`src/rtl/mem_arbiter_if.sv`:
```
`default_nettype none
// ============================================================================
// mem_arbiter_if : IF/LS requester ports and MEMORY drive for mem_arbiter
// Revision 1.0
// ============================================================================
interface mem_arbiter_if #(
  parameter int ADDR_WIDTH = 32,
  parameter int WIDTH      = 32
);
  logic                  if_req_i;
  logic [ADDR_WIDTH-1:0] if_addr_i;
  logic                  if_gnt_o;
  logic                  if_rvalid_o;
  logic [WIDTH-1:0]      if_rdata_o;

  logic                  ls_req_i;
  logic                  ls_we_i;
  logic [ADDR_WIDTH-1:0] ls_addr_i;
  logic [WIDTH-1:0]      ls_wdata_i;
  logic                  ls_gnt_o;
  logic                  ls_rvalid_o;
  logic [WIDTH-1:0]      ls_rdata_o;
  logic                  ls_err_o;

  logic                  memread_o;
  logic                  memwrite_o;
  logic [ADDR_WIDTH-1:0] memaddr_o;
  logic [WIDTH-1:0]      memwdata_o;
  logic [WIDTH-1:0]      memrdata_i;

  // Arbiter side
  modport slave (
    input  if_req_i, if_addr_i,
    output if_gnt_o, if_rvalid_o, if_rdata_o,
    input  ls_req_i, ls_we_i, ls_addr_i, ls_wdata_i,
    output ls_gnt_o, ls_rvalid_o, ls_rdata_o, ls_err_o,
    output memread_o, memwrite_o, memaddr_o, memwdata_o,
    input  memrdata_i
  );

  // Requesters plus MEMORY, seen from outside the arbiter
  modport master (
    output if_req_i, if_addr_i,
    input  if_gnt_o, if_rvalid_o, if_rdata_o,
    output ls_req_i, ls_we_i, ls_addr_i, ls_wdata_i,
    input  ls_gnt_o, ls_rvalid_o, ls_rdata_o, ls_err_o,
    input  memread_o, memwrite_o, memaddr_o, memwdata_o,
    output memrdata_i
  );
endinterface
`default_nettype wire

```
`src/rtl/mem_arbiter.sv`:
```
`default_nettype none
// ============================================================================
// mem_arbiter : shares single-ported MEMORY between IF and LS, LS priority
//               with IF starvation guard, DRAM-window write protection
// Revision 1.0
// ============================================================================
module mem_arbiter #(
  parameter int ADDR_WIDTH   = 32,
  parameter int WIDTH        = 32,
  parameter int STARVE_LIMIT = 4
) (
  input  wire logic    clk,
  input  wire logic    rst_n,
  mem_arbiter_if.slave bus
);
  localparam int                    c_CNT_W      = $clog2(STARVE_LIMIT + 1);
  localparam logic [c_CNT_W-1:0]    c_STARVE_MAX = c_CNT_W'(STARVE_LIMIT);
  localparam logic [ADDR_WIDTH-1:0] c_DRAM_LO    = ADDR_WIDTH'(4096);
  localparam logic [ADDR_WIDTH-1:0] c_DRAM_HI    = ADDR_WIDTH'(8192);

  typedef enum logic [1:0] {
    OWN_NONE = 2'd0,
    OWN_IF   = 2'd1,
    OWN_LS   = 2'd2
  } owner_t;

  owner_t                r_rsp_owner;
  owner_t                w_rsp_owner_nxt;
  logic [c_CNT_W-1:0]    r_starve_cnt;
  logic [c_CNT_W-1:0]    w_starve_cnt_nxt;
  logic                  r_ls_err;
  logic                  w_ls_err_nxt;

  logic                  w_starved;
  logic                  w_in_window;
  logic                  w_if_gnt;
  logic                  w_ls_gnt;
  logic                  w_mem_read;
  logic                  w_mem_write;
  logic [ADDR_WIDTH-1:0] w_mem_addr;
  logic [WIDTH-1:0]      w_mem_wdata;

  // Grants depend only on requests, reset and the starvation count
  assign w_starved   = (r_starve_cnt == c_STARVE_MAX);
  assign w_in_window = (bus.ls_addr_i >= c_DRAM_LO) && (bus.ls_addr_i < c_DRAM_HI);
  assign w_ls_gnt    = rst_n && bus.ls_req_i && !(bus.if_req_i && w_starved);
  assign w_if_gnt    = rst_n && bus.if_req_i && !w_ls_gnt;

  always_ff @(posedge clk) begin
    if (!rst_n) begin
      r_rsp_owner  <= OWN_NONE;
      r_starve_cnt <= '0;
      r_ls_err     <= 1'b0;
    end else begin
      r_rsp_owner  <= w_rsp_owner_nxt;
      r_starve_cnt <= w_starve_cnt_nxt;
      r_ls_err     <= w_ls_err_nxt;
    end
  end

  always_comb begin
    w_rsp_owner_nxt  = OWN_NONE;
    w_starve_cnt_nxt = '0;
    w_ls_err_nxt     = 1'b0;
    w_mem_read       = 1'b0;
    w_mem_write      = 1'b0;
    w_mem_addr       = '0;
    w_mem_wdata      = '0;

    if (rst_n) begin
      w_mem_wdata = bus.ls_wdata_i;
      if (w_if_gnt) begin
        w_mem_read      = 1'b1;
        w_mem_addr      = bus.if_addr_i;
        w_rsp_owner_nxt = OWN_IF;
      end else if (w_ls_gnt) begin
        w_mem_addr = bus.ls_addr_i;
        if (bus.ls_we_i) begin
          // Out-of-window writes are accepted but never reach MEMORY
          w_mem_write  = w_in_window;
          w_ls_err_nxt = !w_in_window;
        end else begin
          w_mem_read      = 1'b1;
          w_rsp_owner_nxt = OWN_LS;
        end
      end

      if (bus.if_req_i && w_ls_gnt) begin
        w_starve_cnt_nxt = w_starved ? r_starve_cnt : r_starve_cnt + 1'b1;
      end
    end
  end

  assign bus.if_gnt_o    = w_if_gnt;
  assign bus.ls_gnt_o    = w_ls_gnt;
  assign bus.memread_o   = w_mem_read;
  assign bus.memwrite_o  = w_mem_write;
  assign bus.memaddr_o   = w_mem_addr;
  assign bus.memwdata_o  = w_mem_wdata;

  assign bus.if_rvalid_o = (r_rsp_owner == OWN_IF);
  assign bus.ls_rvalid_o = (r_rsp_owner == OWN_LS);
  assign bus.if_rdata_o  = bus.memrdata_i;
  assign bus.ls_rdata_o  = bus.memrdata_i;
  assign bus.ls_err_o    = r_ls_err;

endmodule
`default_nettype wire

```
`src/flat_wrapper.sv`:
```
// flat-port wrapper written by rule: the top's interface ports become plain ports
module mem_arbiter_flat 
#(
  parameter int ADDR_WIDTH   = 32,
  parameter int WIDTH        = 32,
  parameter int STARVE_LIMIT = 4
)
  (clk, rst_n, bus_if_req_i, bus_if_addr_i, bus_if_gnt_o, bus_if_rvalid_o, bus_if_rdata_o, bus_ls_req_i, bus_ls_we_i, bus_ls_addr_i, bus_ls_wdata_i, bus_ls_gnt_o, bus_ls_rvalid_o, bus_ls_rdata_o, bus_ls_err_o, bus_memread_o, bus_memwrite_o, bus_memaddr_o, bus_memwdata_o, bus_memrdata_i);
  mem_arbiter_if #(.ADDR_WIDTH(ADDR_WIDTH), .WIDTH(WIDTH)) bus_i ();
  input  wire logic clk;
  input  wire logic rst_n;
  input wire logic [$bits(bus_i.if_req_i)-1:0] bus_if_req_i;
  input wire logic [$bits(bus_i.if_addr_i)-1:0] bus_if_addr_i;
  output wire logic [$bits(bus_i.if_gnt_o)-1:0] bus_if_gnt_o;
  output wire logic [$bits(bus_i.if_rvalid_o)-1:0] bus_if_rvalid_o;
  output wire logic [$bits(bus_i.if_rdata_o)-1:0] bus_if_rdata_o;
  input wire logic [$bits(bus_i.ls_req_i)-1:0] bus_ls_req_i;
  input wire logic [$bits(bus_i.ls_we_i)-1:0] bus_ls_we_i;
  input wire logic [$bits(bus_i.ls_addr_i)-1:0] bus_ls_addr_i;
  input wire logic [$bits(bus_i.ls_wdata_i)-1:0] bus_ls_wdata_i;
  output wire logic [$bits(bus_i.ls_gnt_o)-1:0] bus_ls_gnt_o;
  output wire logic [$bits(bus_i.ls_rvalid_o)-1:0] bus_ls_rvalid_o;
  output wire logic [$bits(bus_i.ls_rdata_o)-1:0] bus_ls_rdata_o;
  output wire logic [$bits(bus_i.ls_err_o)-1:0] bus_ls_err_o;
  output wire logic [$bits(bus_i.memread_o)-1:0] bus_memread_o;
  output wire logic [$bits(bus_i.memwrite_o)-1:0] bus_memwrite_o;
  output wire logic [$bits(bus_i.memaddr_o)-1:0] bus_memaddr_o;
  output wire logic [$bits(bus_i.memwdata_o)-1:0] bus_memwdata_o;
  input wire logic [$bits(bus_i.memrdata_i)-1:0] bus_memrdata_i;
  assign bus_i.if_req_i = bus_if_req_i;
  assign bus_i.if_addr_i = bus_if_addr_i;
  assign bus_if_gnt_o = bus_i.if_gnt_o;
  assign bus_if_rvalid_o = bus_i.if_rvalid_o;
  assign bus_if_rdata_o = bus_i.if_rdata_o;
  assign bus_i.ls_req_i = bus_ls_req_i;
  assign bus_i.ls_we_i = bus_ls_we_i;
  assign bus_i.ls_addr_i = bus_ls_addr_i;
  assign bus_i.ls_wdata_i = bus_ls_wdata_i;
  assign bus_ls_gnt_o = bus_i.ls_gnt_o;
  assign bus_ls_rvalid_o = bus_i.ls_rvalid_o;
  assign bus_ls_rdata_o = bus_i.ls_rdata_o;
  assign bus_ls_err_o = bus_i.ls_err_o;
  assign bus_memread_o = bus_i.memread_o;
  assign bus_memwrite_o = bus_i.memwrite_o;
  assign bus_memaddr_o = bus_i.memaddr_o;
  assign bus_memwdata_o = bus_i.memwdata_o;
  assign bus_i.memrdata_i = bus_memrdata_i;
  mem_arbiter #(.ADDR_WIDTH(ADDR_WIDTH), .WIDTH(WIDTH), .STARVE_LIMIT(STARVE_LIMIT)) u_core (.clk(clk), .rst_n(rst_n), .bus(bus_i));
endmodule
```
`config.mk`:
```
export PLATFORM = sky130hd
export DESIGN_NAME = mem_arbiter_flat
export DESIGN_NICKNAME = d
export VERILOG_FILES = /design/src/rtl/mem_arbiter_if.sv /design/src/rtl/mem_arbiter.sv /design/src/flat_wrapper.sv
export SDC_FILE = /design/constraint.sdc
export NUM_CORES = 1
export LEC_CHECK = 0
export ABC_AREA = 1
export BUFFER_PORTS_ARGS = -buffer_cell sky130_fd_sc_hd__buf_2
export CAP_MARGIN = 5
export CORE_AREA = 2 2 104 106
export DETAILED_ROUTE_END_ITERATION = 12
export DIE_AREA = 0 0 106 108
export HOLD_SLACK_MARGIN = 0.03
export MAX_ROUTING_LAYER = met4
export PLACE_DENSITY = 0.53
export SLEW_MARGIN = 20
export SYNTH_ARGS = -nofsm -noshare
export SYNTH_HDL_FRONTEND = slang
export SYNTH_SLANG_ARGS = --single-unit
```
`constraint.sdc`:
```
create_clock -name clk -period 2.74 [get_ports clk]
set_input_delay 0.137 -clock clk [delete_from_list [all_inputs] [get_ports clk]]
set_output_delay 0.137 -clock clk [all_outputs]
set_load 0.05 [all_outputs]
```
## Word-level counts from Yosys, hierarchy flattened

Index checks and enable logic that the tools add are counted.

- Input bits: 133
- Logic and storage cells: 41
- Flip-flop bits (word level): 6
- Output and inout bits: 135

- Order comparisons: 2
- Equal/unequal tests: 3
- Add/sub/neg operators: 1
- Bitwise operators: 3
- Reductions and logical operators: 13
- Muxes and demuxes: 15

Operators by type and width:

| cell | count |
|---|---|
| $mux W32 | 4 |
| $ge A32 B13 Y1 const B | 1 |
| $lt A32 B14 Y1 const B | 1 |
| $mux W1 | 10 |
| $logic_and A1 B1 Y1 | 7 |
| $reduce_or A4 Y1 | 1 |
| $add A3 B1 Y3 const B | 1 |
| $eq A3 B3 Y1 const B | 1 |
| $logic_not A1 Y1 | 3 |
| $not A1 Y1 | 3 |
| $reduce_or A3 Y1 | 1 |
| $eq A2 B1 Y1 const B | 1 |
| $eq A2 B2 Y1 const B | 1 |
| $mux W2 | 1 |
| $reduce_and A2 Y1 | 1 |

## Logic depth before layout (Yosys ltp)

Gate-level depths: netlist (run 1).

- Word-level depth: 8
- Mapped depth: 11
- Gate-level depth less buffers: 10

## Worst setup path after synthesis (run 1)

No wires, ideal clock.

- Kind: register -> output
- From: register u_core.r_starve_cnt[0]
- To: output port bus_memwrite_o
- Cell stages (with the launch flop): 10
- Path slack: 0.958 ns
- Arrival: 1.645 ns
- Data required time: 2.603 ns
- Buffers on the path: 0
- Path through: dfxtp_1 > inv_1 > ha_1 > nand2_2 > clkinv_2 > nand2_2 > nand2_4 > inv_4 > nand2_1 > nor2_1

- Longest elaborated chain between the ends: 8
- Elaborated cells on any way between the ends: 9
- Those cells by class: eq/ne (1); mux (3); reduce/logical (5)

Ends and longest elaborated chain:

| element | RTL line | text |
|---|---|---|
| start, declared | mem_arbiter.sv:29 | `logic [c_CNT_W-1:0] r_starve_cnt;` |
| start signal, assigned | mem_arbiter.sv:56 | `r_starve_cnt <= w_starve_cnt_nxt;` |
| $eq A3 B3 Y1 * | mem_arbiter.sv:44 | `assign w_starved = (r_starve_cnt == c_STARVE_MAX);` |
| $logic_and A1 B1 Y1 * | mem_arbiter.sv:46 | `assign w_ls_gnt = rst_n && bus.ls_req_i && !(bus.if_req_i && w_starved);` |
| $logic_not A1 Y1 * | mem_arbiter.sv:46 |  |
| $logic_and A1 B1 Y1 * | mem_arbiter.sv:46 |  |
| $logic_not A1 Y1 | mem_arbiter.sv:47 | `assign w_if_gnt = rst_n && bus.if_req_i && !w_ls_gnt;` |
| $logic_and A1 B1 Y1 | mem_arbiter.sv:47 |  |
| $mux W1 * | mem_arbiter.sv:72 | `if (w_if_gnt) begin` |
| $mux W1 * | mem_arbiter.sv:70 | `if (rst_n) begin` |
| end, declared | flat_wrapper.sv:26 | `output wire logic [$bits(bus_i.memwrite_o)-1:0] bus_memwrite_o;` |

Every way passes the cells marked *; elsewhere a longest branch is shown, timed or not.

## Worst setup path after layout (run 1)

Same ends and word-level chain as after synthesis.

==> results of run 1 <==
-- state kept, by name (all words and copies together) (netlist names) --
register	cells
u_core.r_starve_cnt	3
u_core.r_rsp_owner	2
u_core.bus.ls_err_o	1
-- synth_stat cells, drive strengths merged --
master    n  area [um^2]
clkbuf    3        11.26
buf      71        556.8
xnor2     1        8.760
nand2   147        644.4
dfxtp     6        120.1
ha        2        25.02
a21oi     2        10.01
nand4     1        6.260
nor3      1        5.000
nand3b    1        7.510
or2       2        12.51
nor2     22        82.58
inv      43        168.9
clkinv    1        5.000
-- final cells by class --
| class | instances | area [um^2] |
|---|---|---|
| repair buffers | 172 | 863.3 |
| clock buffers | 3 | 41.29 |
| well taps | 136 | 170.2 |
| flip-flops and latches | 6 | 120.1 |
| fillers | 1210 | 8060 |
| multi-input cells | 179 | 802.0 |
| inverters | 44 | 173.9 |
-- per-layer routing --
metal | vias up | GRT usage, %
met2 | 131 | 16.59
met3 | 28 | 1.688
li1 | 1001 | -
met1 | 819 | 8.243
met5 | - | -
met4 | 0 | 4.511
-- worst reg2reg max path: cells and delay by family, from the launching register on --
family / cells / cell delay (ns)
buf+inv: 3 / 0.39
simple gates: 5 / 0.57
fa+ha+maj: 1 / 0.20
flops: 1 / 0.33
-- logic make-up (layout without fill, tap and decap cells) --
group	Yosys count	in the layout	synth area share, %
AOI/OAI and AO/OA	2	2	0.6015
xor gates and xnor gates	1	1	0.5264
adders and majority gates	2	2	1.504
buffers and inverters	118	219	44.59
DFF	6	6	7.218
and+or+nand+nor	174	174	45.56
-- per-stage QoR --
step / instance area (um^2) / hold WS [ns] / util (%) / total power, mW / worst slack [ns]
floorplan: 1664 / 0.2094 / - / 0.6668 / 0.9577
global placement: 2130 / 0.2745 / 20.81 / 0.5539 / 0.9456
detailed placement: 2130 / 0.2745 / 20.81 / 0.5579 / 0.8614
CTS: 2171 / 0.1085 / 21.22 / 0.6922 / 0.6217
global route: 2171 / 0.1132 / 21.22 / 0.7238 / 0.4642
finish: 2171 / 0.1128 / 21.22 / 0.6827 / 0.6561
-- worst paths after layout --
| path | end | slack (ns) |
|---|---|---|
| setup / recovery | bus_memwrite_o | 0.66 |
| hold / removal | u_core.r_rsp_owner[1]$_SDFF_PP0_ | 0.11 |
| setup reg to reg | u_core.bus.ls_err_o$_SDFF_PP0_ | 1.17 |
| hold reg to reg | u_core.r_starve_cnt[1]$_SDFFE_PN0P_ | 0.49 |
-- power by group through the flow --
stage / logic [mW] / clock network, mW / registers, mW
2_1_floorplan: 0.572 / 0 / 0.0951
3_3_place_gp: 0.461 / 0 / 0.0931
3_5_place_dp: 0.465 / 0 / 0.0933
4_1_cts: 0.466 / 0.135 / 0.0920
5_1_grt: 0.493 / 0.139 / 0.0924
6_report: 0.461 / 0.130 / 0.0920
==> impl_metrics.env, run 1 <==
export IMPL_vias=1979
export IMPL_netlist_area_um2=1664
export IMPL_crit_path_start="u_core.r_starve_cnt[0]$_SDFFE_PN0P_"
export IMPL_crit_cells=10
export IMPL_power_report_internal_total_mw=0.3094
export IMPL_crit_top_cell="nand2_2"
export IMPL_gp_congestion=0.7101
export IMPL_route_met3_wl_um=579
export IMPL_dp_cells=537
export IMPL_p_seq_share_pct=13.5
export IMPL_m1WireLength_um=1911
export IMPL_overflow=0
export IMPL_synth_nets=438
export IMPL_die_w_um=106
export IMPL_top_layer_used="met4"
export IMPL_dr_pass1_iters=4
export IMPL_htreeDepth=1
export IMPL_reg2regPathDepth=9
export IMPL_vias_per_cell=3.665
export IMPL_max_freq_mhz=479.9
export IMPL_grt_setup_unrepaired="no"
export IMPL_finalNonFillerCells=540
export IMPL_path_buf_inv=4
export IMPL_wire_per_inst_um=9.867
export IMPL_hold_viol_final=0
export IMPL_period_needed_ns=2.084
export IMPL_clkPwrFrac_pct=19.0
export IMPL_hp_start="bus_ls_we_i"
export IMPL_cpMaxStageDelayCell="dfxtp_1"
export IMPL_leakage_nw=1.568
export IMPL_path_cells="inv_1, ha_1, nand2_2, clkinv_2, nand2_2, nand2_4, inv_4, nand2_1, nor2_1, buf_2"
export IMPL_cts_root_buffer="clkbuf_8"
export IMPL_io_pins=268
export IMPL_num_rows=37
export IMPL_path_max_fanout=35
export IMPL_status="completed"
export IMPL_initial_core_util_pct=16.27
export IMPL_setup_violations_final=0
export IMPL_min_path_type="in -> reg"
export IMPL_yosys_warnings=0
export IMPL_tightest_slew_ns=0.3295
export IMPL_cp_arrival_ns=1.95
export IMPL_clock_sinks=6
export IMPL_p_per_area_nw_per_um2=314.5
export IMPL_io_buffers=171
export IMPL_max_cap_viol_count=0
export IMPL_grt_pass1_vias=1889
export IMPL_grt_total_usage_pct=8.670
export IMPL_crit_family="buffers and inverters"
export IMPL_drt_iter0_drc=73
export IMPL_cts_tree="built"
export IMPL_coreArea_um2=10230
export IMPL_vdd_drop_max_v=0.0001110
export IMPL_start_kind="register"
export IMPL_diodes=0
export IMPL_synth_avg_cell_area_um2=5.492
export IMPL_final_setup_skew_ns=0.0001176
export IMPL_clk_pin_slew_ns=0.04
export IMPL_met2WireLength_um=2673
export IMPL_final_setup_tns_ns=0
export IMPL_p_sw_share_pct=54.68
export IMPL_final_nets=541
export IMPL_ant_nets=0
export IMPL_drive_above_1_share_pct=52.97
export IMPL_drc=0
export IMPL_grt_max_degree=36
export IMPL_cp_required_ns=2.60
export IMPL_fin_crit_sh_pct=76.05
export IMPL_wirelength_um=5328
export IMPL_cts_buffers=3
export IMPL_p_comb_share_pct=67.5
export IMPL_synth_seq_cells=6
export IMPL_ctsHoldBuffers=0
export IMPL_clock_latency_ns=0.22
export IMPL_post_cts_resized=0
export IMPL_die_area_um2=11450
export IMPL_syn_inst=303
export IMPL_cts_buffer_depth=2
export IMPL_grt_pass1_wl_um=8045
export IMPL_seq_area_frac_synth_pct=7.218
export IMPL_finalMaxSlewViolations=0
export IMPL_ys_types=22
export IMPL_cp_slowest_stage_delay_ns=0.33
export IMPL_post_dp_hpwl_um=4682
export IMPL_final_common_cell="buf_2"
export IMPL_antenna_found_initial=0
export IMPL_endpoint_kind="output port"
export IMPL_min_path_cells=2
export IMPL_relSlewSlack_pct=78.03
export IMPL_die_y_um=108
export IMPL_switching_power_mw=0.3733
export IMPL_final_cell_mix="buf_2 (171), nand2_1 (114), inv_1 (40)"
export IMPL_r2r_start="u_core.r_starve_cnt[0]$_SDFFE_PN0P_"
export IMPL_areaGrowthSynthToFinish_pct=30.45
export IMPL_critPathKind="reg -> out"
export IMPL_cts_repair_timing_setup_buffer_count=0
(Power assumes the default switching activity.)
==> inputs of run 2 (changes only) <==
--- a/config.mk
+++ b/config.mk
@@ -13,7 +13,7 @@
 export DIE_AREA = 0 0 106 108
 export HOLD_SLACK_MARGIN = 0.03
 export MAX_ROUTING_LAYER = met4
-export PLACE_DENSITY = 0.53
+export PLACE_DENSITY = 0.55
 export SLEW_MARGIN = 20
 export SYNTH_ARGS = -nofsm -noshare
 export SYNTH_HDL_FRONTEND = slang
==> constraint.sdc (replaced) <==
create_clock -name clk -period 1.9 [get_ports clk]
set_input_delay 0.095 -clock clk [delete_from_list [all_inputs] [get_ports clk]]
set_output_delay 0.095 -clock clk [all_outputs]
set_load 0.05 [all_outputs]
==> impl_metrics.env, run 2 (synthesis gave the netlist of run 1 again) <==
export IMPL_dr_pass1_iters=6
export IMPL_overflow=0
export IMPL_worst_slack_ns=0.1262
export IMPL_cts_buffer_depth=2
export IMPL_min_path_type="in -> reg"
export IMPL_endpoint_kind="output port"
export IMPL_final_nets=542
export IMPL_drc=0
export IMPL_final_cell_mix="buf_2 (139), nand2_1 (114), inv_1 (40)"
export IMPL_areaGrowthSynthToFinish_pct=38.95
export IMPL_grt_setup_unrepaired="no"
export IMPL_cp_required_ns=1.80
export IMPL_grt_max_degree=35
export IMPL_io_pins=268
export IMPL_die_area_um2=11450
export IMPL_clock_latency_ns=0.22
export IMPL_pre_cts_ws_ns=0.2567
export IMPL_final_setup_tns_ns=0
export IMPL_wire_per_inst_um=9.532
export IMPL_hp_start="bus_ls_we_i"
export IMPL_status="completed"
export IMPL_max_cap_viol_count=0
export IMPL_largest_register_ffs=3
export IMPL_grt_pass1_wl_um=7162
export IMPL_start_kind="register"
export IMPL_nFillCells=1206
export IMPL_hold_viol_final=0
export IMPL_final_setup_skew_ns=0.001098
export IMPL_htreeDepth=1
export IMPL_ant_nets=0
export IMPL_relSlewSlack_pct=80.71
export IMPL_post_dp_hpwl_um=4484
export IMPL_die_w_um=106
export IMPL_grt_pass1_vias=1630
export IMPL_r2r_start="u_core.r_starve_cnt[0]$_SDFFE_PN0P_"
export IMPL_die_y_um=108
export IMPL_cts_root_buffer="clkbuf_8"
export IMPL_io_buffers=171
export IMPL_critPathKind="reg -> out"
export IMPL_tightest_slew_ns=0.2893
export IMPL_grt_total_usage_pct=7.923
export IMPL_period_needed_ns=1.774
export IMPL_r2r_setup_slack_ns=0.52
export IMPL_setup_violations_final=0
export IMPL_finalMaxSlewViolations=0
export IMPL_drive_above_1_share_pct=53.33
export IMPL_crit_path_start="u_core.r_starve_cnt[0]$_SDFFE_PN0P_"
export IMPL_gp_congestion=0.7117
export IMPL_vias_per_cell=3.582
export IMPL_clock_sinks=6
export IMPL_antenna_found_initial=0
export IMPL_num_rows=37
export IMPL_p_per_area_nw_per_um2=446.3
export IMPL_coreArea_um2=10230
export IMPL_cts_tree="built"
export IMPL_fin_crit_sh_pct=93.36
export IMPL_cts_buffers=3
export IMPL_drt_iter0_drc=56
export IMPL_leakage_nw=1.596
export IMPL_vdd_drop_max_v=0.0001378
export IMPL_final_common_cell="buf_2"
export IMPL_largest_register="u_core.r_starve_cnt"
export IMPL_vias=1938
export IMPL_max_freq_mhz=563.7
export IMPL_wirelength_um=5157
export IMPL_clk_pin_slew_ns=0.04
export IMPL_initial_core_util_pct=16.27
export IMPL_path_max_fanout=34
export IMPL_cp_arrival_ns=1.68
export IMPL_ctsHoldBuffers=0
export IMPL_diodes=0
-- run 2: worst max-delay path, stage by stage, from the launching register on --
cell	delay, ns
dfxtp_1	0.32
inv_1	0.06
ha_1	0.20
nand2_2	0.09
clkinv_2	0.07
nand2_2	0.07
nand2_4	0.07
inv_4	0.06
buf_12	0.17
nand2_1	0.08
nand2_2	0.07
buf_4	0.19
-- run 2: path summary, 6_finish.rpt --
check,end,depth (start not counted)
setup / recovery,bus_memaddr_o[22],11
hold / removal,u_core.r_rsp_owner[1]$_SDFF_PP0_,2
setup reg to reg,u_core.r_starve_cnt[1]$_SDFFE_PN0P_,10
hold reg to reg,u_core.r_starve_cnt[1]$_SDFFE_PN0P_,2
-- run 2: final cells by class --
| class | count | area, um^2 | share of cell area, % |
|---|---|---|---|
| Clock buffer | 3 | 41.29 | 1.786 |
| Inverter | 44 | 176.4 | 7.630 |
| Multi-Input combinational cell | 179 | 802.0 | 34.69 |
| Sequential cell | 6 | 121.4 | 5.249 |
| Tap cell | 136 | 170.2 | 7.359 |
| Timing Repair Buffer | 173 | 1001 | 43.29 |
-- run 2: layer usage --
layer / vias to the layer above / track usage (%) / share of wire [%]
met1: 773 / 7.659 / 36
met4: 0 / 4.605 / 3.7
met3: 30 / 2.532 / 13
met2: 127 / 14.01 / 48
met5: - / - / 0
li1: 1008 / - / -
-- run 2: stage by stage --
stage               instances  instance area [um^2]  power, mW  hold WS [ns]  util (%)
floorplan                 303                  1664     0.9616        0.1674         -
global placement          538                  2150     0.8069        0.1905     21.01
detailed placement        538                  2150     0.8071        0.1905     21.01
CTS                       541                  2191      1.003       0.05145     21.41
global route              541                  2312      1.095       0.04865     22.60
finish                    541                  2312      1.032       0.04905     22.60
-- run 2: report_power, final --
part	internal (mW)	total [mW]	switching [mW]
logic	0.220	0.710	0.491
registers	0.131	0.133	0.00172
clock network	0.136	0.189	0.0531
total	0.486	1.03	0.545
-- run 2: what timing repair did --
| item | CTS | global route |
|---|---|---|
| setup endpoints to repair | 0 | 32 |
| resized for setup | 0 | 74 |
| buffers inserted | 0 | 0 |
